==> config.mk <==
export PLATFORM = sky130hd
export DESIGN_NAME = load_extend_pipe
export DESIGN_NICKNAME = d
export VERILOG_FILES = /design/src/rtl/load_extend_pipe.sv
export SDC_FILE = /design/constraint.sdc
export NUM_CORES = 1
export LEC_CHECK = 0
export ABC_CLOCK_PERIOD_IN_PS = 2320
export CORE_MARGIN = 5
export CORE_UTILIZATION = 45
export DETAILED_ROUTE_END_ITERATION = 7
export PLACE_DENSITY = 0.81
export SLEW_MARGIN = 40
export SYNTH_ARGS = -nofsm -noshare
export SYNTH_HDL_FRONTEND = slang
export SYNTH_SLANG_ARGS = --single-unit
==> constraint.sdc <==
create_clock -name clk -period 2.32 [get_ports clk]
set_input_delay 0.348 -clock clk [delete_from_list [all_inputs] [get_ports clk]]
set_output_delay 0.348 -clock clk [all_outputs]
set_load 0.005 [all_outputs]
==> src/rtl/load_extend_pipe.sv <==
// rtl/load_extend_pipe.sv - load lane select and sign/zero extension with a two-entry skid buffer
// Optional alignment checking is enabled by defining LOAD_EXTEND_MISALIGN_EN.
module load_extend_pipe #(
  parameter int XLEN = 32,
  localparam int LANES = XLEN / 8,
  localparam int OFFW = $clog2(LANES)
) (
  input  logic            clk,
  input  logic            rst,
  input  logic            in_valid,
  output logic            in_ready,
  input  logic [XLEN-1:0] in_data,
  input  logic [OFFW-1:0] in_offset,
  input  logic [1:0]      in_size,
  input  logic            in_unsigned,
  output logic            out_valid,
  input  logic            out_ready,
  output logic [XLEN-1:0] out_data,
  output logic            out_err
);

  typedef enum logic [1:0] {
    EMPTY = 2'd0,
    ONE   = 2'd1,
    FULL  = 2'd2
  } state_t;

  state_t state, state_nxt;

  logic [6:0]      nbits;
  logic [OFFW-1:0] align_mask;
  logic [OFFW-1:0] eff_off;
  logic [XLEN-1:0] shifted;
  logic [XLEN-1:0] field_mask;
  logic            field_msb;
  logic            size_illegal;
  logic            misaligned;
  logic [XLEN-1:0] ext_data;
  logic            ext_err;

  logic [XLEN-1:0] m_data, s_data;
  logic            m_err, s_err;
  logic            in_xfer, out_xfer;

  always_comb begin
    nbits        = 7'd8 << in_size;
    align_mask   = OFFW'((1 << in_size) - 1);
    size_illegal = (XLEN == 32) && (in_size == 2'd3);
`ifdef LOAD_EXTEND_MISALIGN_EN
    misaligned   = (in_offset & align_mask) != '0;
    eff_off      = in_offset;
`else
    misaligned   = 1'b0;
    eff_off      = in_offset & ~align_mask;
`endif
    shifted      = in_data >> {eff_off, 3'b000};
    // A field as wide as XLEN shifts the one out, so the mask wraps to all ones.
    field_mask   = (XLEN'(1) << nbits) - XLEN'(1);
    field_msb    = |(shifted & (XLEN'(1) << (nbits - 7'd1)));
    ext_data     = (shifted & field_mask) |
                   ((field_msb && !in_unsigned) ? ~field_mask : '0);
    ext_err      = size_illegal || misaligned;
    if (ext_err) begin
      ext_data = '0;
    end
  end

  assign in_xfer  = in_valid && in_ready;
  assign out_xfer = out_valid && out_ready;

  always_ff @(posedge clk or posedge rst) begin
    if (rst) begin
      state <= EMPTY;
    end else begin
      state <= state_nxt;
    end
  end

  always_comb begin
    state_nxt = state;
    case (state)
      EMPTY: if (in_xfer) state_nxt = ONE;
      ONE: begin
        if (in_xfer && !out_ready) begin
          state_nxt = FULL;
        end else if (!in_xfer && out_xfer) begin
          state_nxt = EMPTY;
        end
      end
      FULL:    if (out_xfer) state_nxt = ONE;
      default: state_nxt = EMPTY;
    endcase
  end

  // Handshake outputs decode the state register only, never out_ready.
  always_comb begin
    in_ready  = (state != FULL);
    out_valid = (state != EMPTY);
  end

  always_ff @(posedge clk or posedge rst) begin
    if (rst) begin
      m_data <= '0;
      m_err  <= 1'b0;
      s_data <= '0;
      s_err  <= 1'b0;
    end else begin
      case (state)
        EMPTY: begin
          if (in_xfer) begin
            m_data <= ext_data;
            m_err  <= ext_err;
          end
        end
        ONE: begin
          if (in_xfer && out_ready) begin
            m_data <= ext_data;
            m_err  <= ext_err;
          end else if (in_xfer) begin
            s_data <= ext_data;
            s_err  <= ext_err;
          end
        end
        FULL: begin
          if (out_xfer) begin
            m_data <= s_data;
            m_err  <= s_err;
          end
        end
        default: ;
      endcase
    end
  end

  assign out_data = m_data;
  assign out_err  = m_err;

endmodule
==> results.sh <==
export IMPL_final_common_cell="clkdlybuf4s50_1"
export IMPL_first_pass_iters=5
export IMPL_core_area_um2=8260
export IMPL_crit_path_start_kind="flip-flop"
export IMPL_postCtsHoldBufs=0
export IMPL_fp_dieH_um=102
export IMPL_cts_path_max_buffers=2
export IMPL_switching_share=0.326
export IMPL_worstSetupEndpointType="output pin"
export IMPL_maxCapViolCount=0
export IMPL_first_global_vias=3862
export IMPL_numClockSinks=68
export IMPL_fin_crit_sh=0.935
export IMPL_io_buffer_count=75
export IMPL_p_comb_frac=0.344
export IMPL_power_switching_w=0.00139
export IMPL_synth_cell_types=55
export IMPL_layout_common_cells="clkdlybuf4s50_1 (73), dfrtp_1 (68), nand2_1 (62)"
export IMPL_required_ns=1.97
export IMPL_tightest_slew_ns=0.536
export IMPL_synth_top_family_by_area="compound AO/OA/AOI/OAI gates"
export IMPL_stdcell_area_um2=5230
export IMPL_p_seq_frac=0.416
export IMPL_drcViolationCount=0
export IMPL_synthArstFlopShare=1.00
export IMPL_final_hold_violation_count=0
export IMPL_setup_violations=0
export IMPL_synth_area_um2=3840
export IMPL_clock_root_buffer="clkbuf_8"
export IMPL_fin_cells=651
export IMPL_p_clk_frac=0.240
export IMPL_hold_path_class="in2async"
export IMPL_synth_edf_count=0
export IMPL_syn_nets=476
export IMPL_drv_slew=0
export IMPL_n_antenna_cell=0
export IMPL_rsz0062_at_grt="false"
export IMPL_timing_slew_headroom=0.641
export IMPL_via_per_inst=5.95
export IMPL_setup_tns_final_ns=0
export IMPL_power_density_nw_per_um2=813
export IMPL_peakVddDrop_mv=0.341
export IMPL_dpl_instance_area_um2=5010
export IMPL_setup_ws_ns=0.151
export IMPL_status="finished clean"
export IMPL_crit_reg2reg_launch="state[1]$_DFFE_PP0P_"
export IMPL_syn_instance_count=433
export IMPL_cts_buffers=9
export IMPL_grt_util_met3=0.0382
export IMPL_grt_pass1_wl_um=19600
export IMPL_leakage_nw=2.29
export IMPL_die_w_um=102
export IMPL_yosys_area_share_adder=0.00652
export IMPL_wl_per_cell_um=18.8
export IMPL_routed_wirelength_um=12200
export IMPL_p_int_w=0.00286
export IMPL_yosysSeqAreaShare=0.443
export IMPL_grt_ovfl_total=0
export IMPL_cp_arrival_ns=1.82
export IMPL_drt_iter0_drc=256
export IMPL_clock_latency_ns=0.35
export IMPL_fp_row_count=33
export IMPL_fmax_mhz=461
export IMPL_layout_nets=584
export IMPL_fin_skew_ns=0.0102
export IMPL_synthMuxAreaShare=0.0479
export IMPL_grt_use_total=0.243
export IMPL_io_pins=76
export IMPL_areaGrowthSynthToFinish_pct=36.2
export IMPL_num_vias=3876
export IMPL_cts_tree="done"
export IMPL_postRouteAntennaNets=0
export IMPL_grt_start_max_net_pins=33
export IMPL_drive_gt1_frac=0.161
export IMPL_critPathKind="reg2out"
export IMPL_hpwl_um=9030
export IMPL_grt_util_met2=0.402
export IMPL_pre_cts_slack_ns=-0.431
export IMPL_cts_max_level=3
export IMPL_synthFlopType="dfrtp_1"
export IMPL_syn_area_per_cell_um2=8.87
export IMPL_crit_start="state[0]$_DFFE_PP0P_"
export IMPL_yosysWarnings=0
export IMPL_antenna_found_initial=0
export IMPL_synth_compound_gate_area_share=0.259
export IMPL_synth_simple_area_share=0.196
export IMPL_synth_seq_cells=68
export IMPL_place_inst=634
export IMPL_top_usage_layer="met2"
export IMPL_place_gp_congestion=0.899
export IMPL_cts_clk_slew_worst_paths_ns=0.09
export IMPL_layout_min_cycle_time_ns=2.17
export IMPL_start_util=0.465
export IMPL_critPathMaxFanout=9
export IMPL_grtUsageMet1=0.320
export IMPL_synthXorXnorAreaFrac=0
export IMPL_dieArea_um2=10500
## what timing repair did
action | in CTS | in global routing
buffers inserted | 1 | 0
pin swaps | 4 | 6
gates resized for setup | 5 | 3
cloned | 0 | 0
setup endpoints to repair | 7 | 36
## per-stage QoR
step                power (W)   util  hold WS [ns]
floorplan             0.00246      -         0.414
global placement      0.00318  0.606         0.462
detailed placement    0.00323  0.606         0.474
CTS                   0.00426  0.632         0.266
global route          0.00448  0.633         0.276
finish                0.00425  0.633         0.261
## cell usage after synthesis, drive strengths merged (2+ instances only)
master	n	area (µm²)
o21bai	8	60.1
nand2b	4	25.0
a22o	8	70.1
clkinv	2	7.51
and3	14	92.6
o22ai	8	50.1
or2	2	12.5
mux2i	15	150
o311ai	2	17.5
o32a	5	50.1
ha	2	25.0
inv	7	26.3
nor3	2	10.0
o31ai	5	37.5
nand3	18	90.1
clkbuf	19	71.3
a21oi	36	184
nor2b	4	25.0
nand2	63	239
a221o	7	70.1
a221oi	3	26.3
nor4	2	18.8
nor2	38	143
a22oi	8	60.1
a31oi	2	12.5
o21ai	42	214
a211oi	8	65.1
dfrtp	68	1700
buf	10	76.3
a21bo	2	20.0
and2	6	37.5
## logic make-up after synthesis
kind of cell | after synthesis
mux | 17
compound gates | 148
flops | 68
buf+inv | 38
fa+ha+maj | 2
simple gates | 160
## power by group through the flow
stage	Sequential [W]	Combinational, W	Clock [W]
detailed placement	0.00178	0.00145	0
floorplan	0.00175	0.000716	0
global route	0.00181	0.00160	0.00108
CTS	0.00176	0.00147	0.00103
finish	0.00177	0.00146	0.00102
global placement	0.00176	0.00142	0
## routing by layer
layer / share of wire / wire length, µm
met5: 0 / 0
met1: 0.41 / 5060
met2: 0.49 / 5940
met3: 0.079 / 964
met4: 0.022 / 265
## layout make-up
cell class / count / area, µm²
fillers: 693 / 3030
multi-input cells: 327 / 1980
flip-flops and latches: 68 / 1700
repair buffers: 126 / 1180
well taps: 105 / 131
clock buffers: 9 / 124
clock inverters: 7 / 75.1
inverters: 9 / 37.5
## sequential cells by signal, summed over array words and instances (netlist names)
name,count
out_data,32
s_data,32
state,2
out_err,1
s_err,1
## worst max-delay path: stages, from the launching register on
cell and delay, ns:
dfrtp_1 0.43, and2b_1 0.28, clkinvlp_4 0.24, clkdlybuf4s50_1 0.52
## final timing paths
path,to,depth (start not counted),slack (ns)
min in group clk,out_data[3]$_DFFE_PP0P_,2,0.49
worst max register to register,out_data[19]$_DFFE_PP0P_,6,0.50
max in group asynchronous,out_data[13]$_DFFE_PP0P_,3,1.51
worst min register to register,out_data[3]$_DFFE_PP0P_,2,0.49
worst min-delay path,out_data[2]$_DFFE_PP0P_,2,0.26
worst max-delay path,in_ready,3,0.15
(Power assumes the default switching activity.)
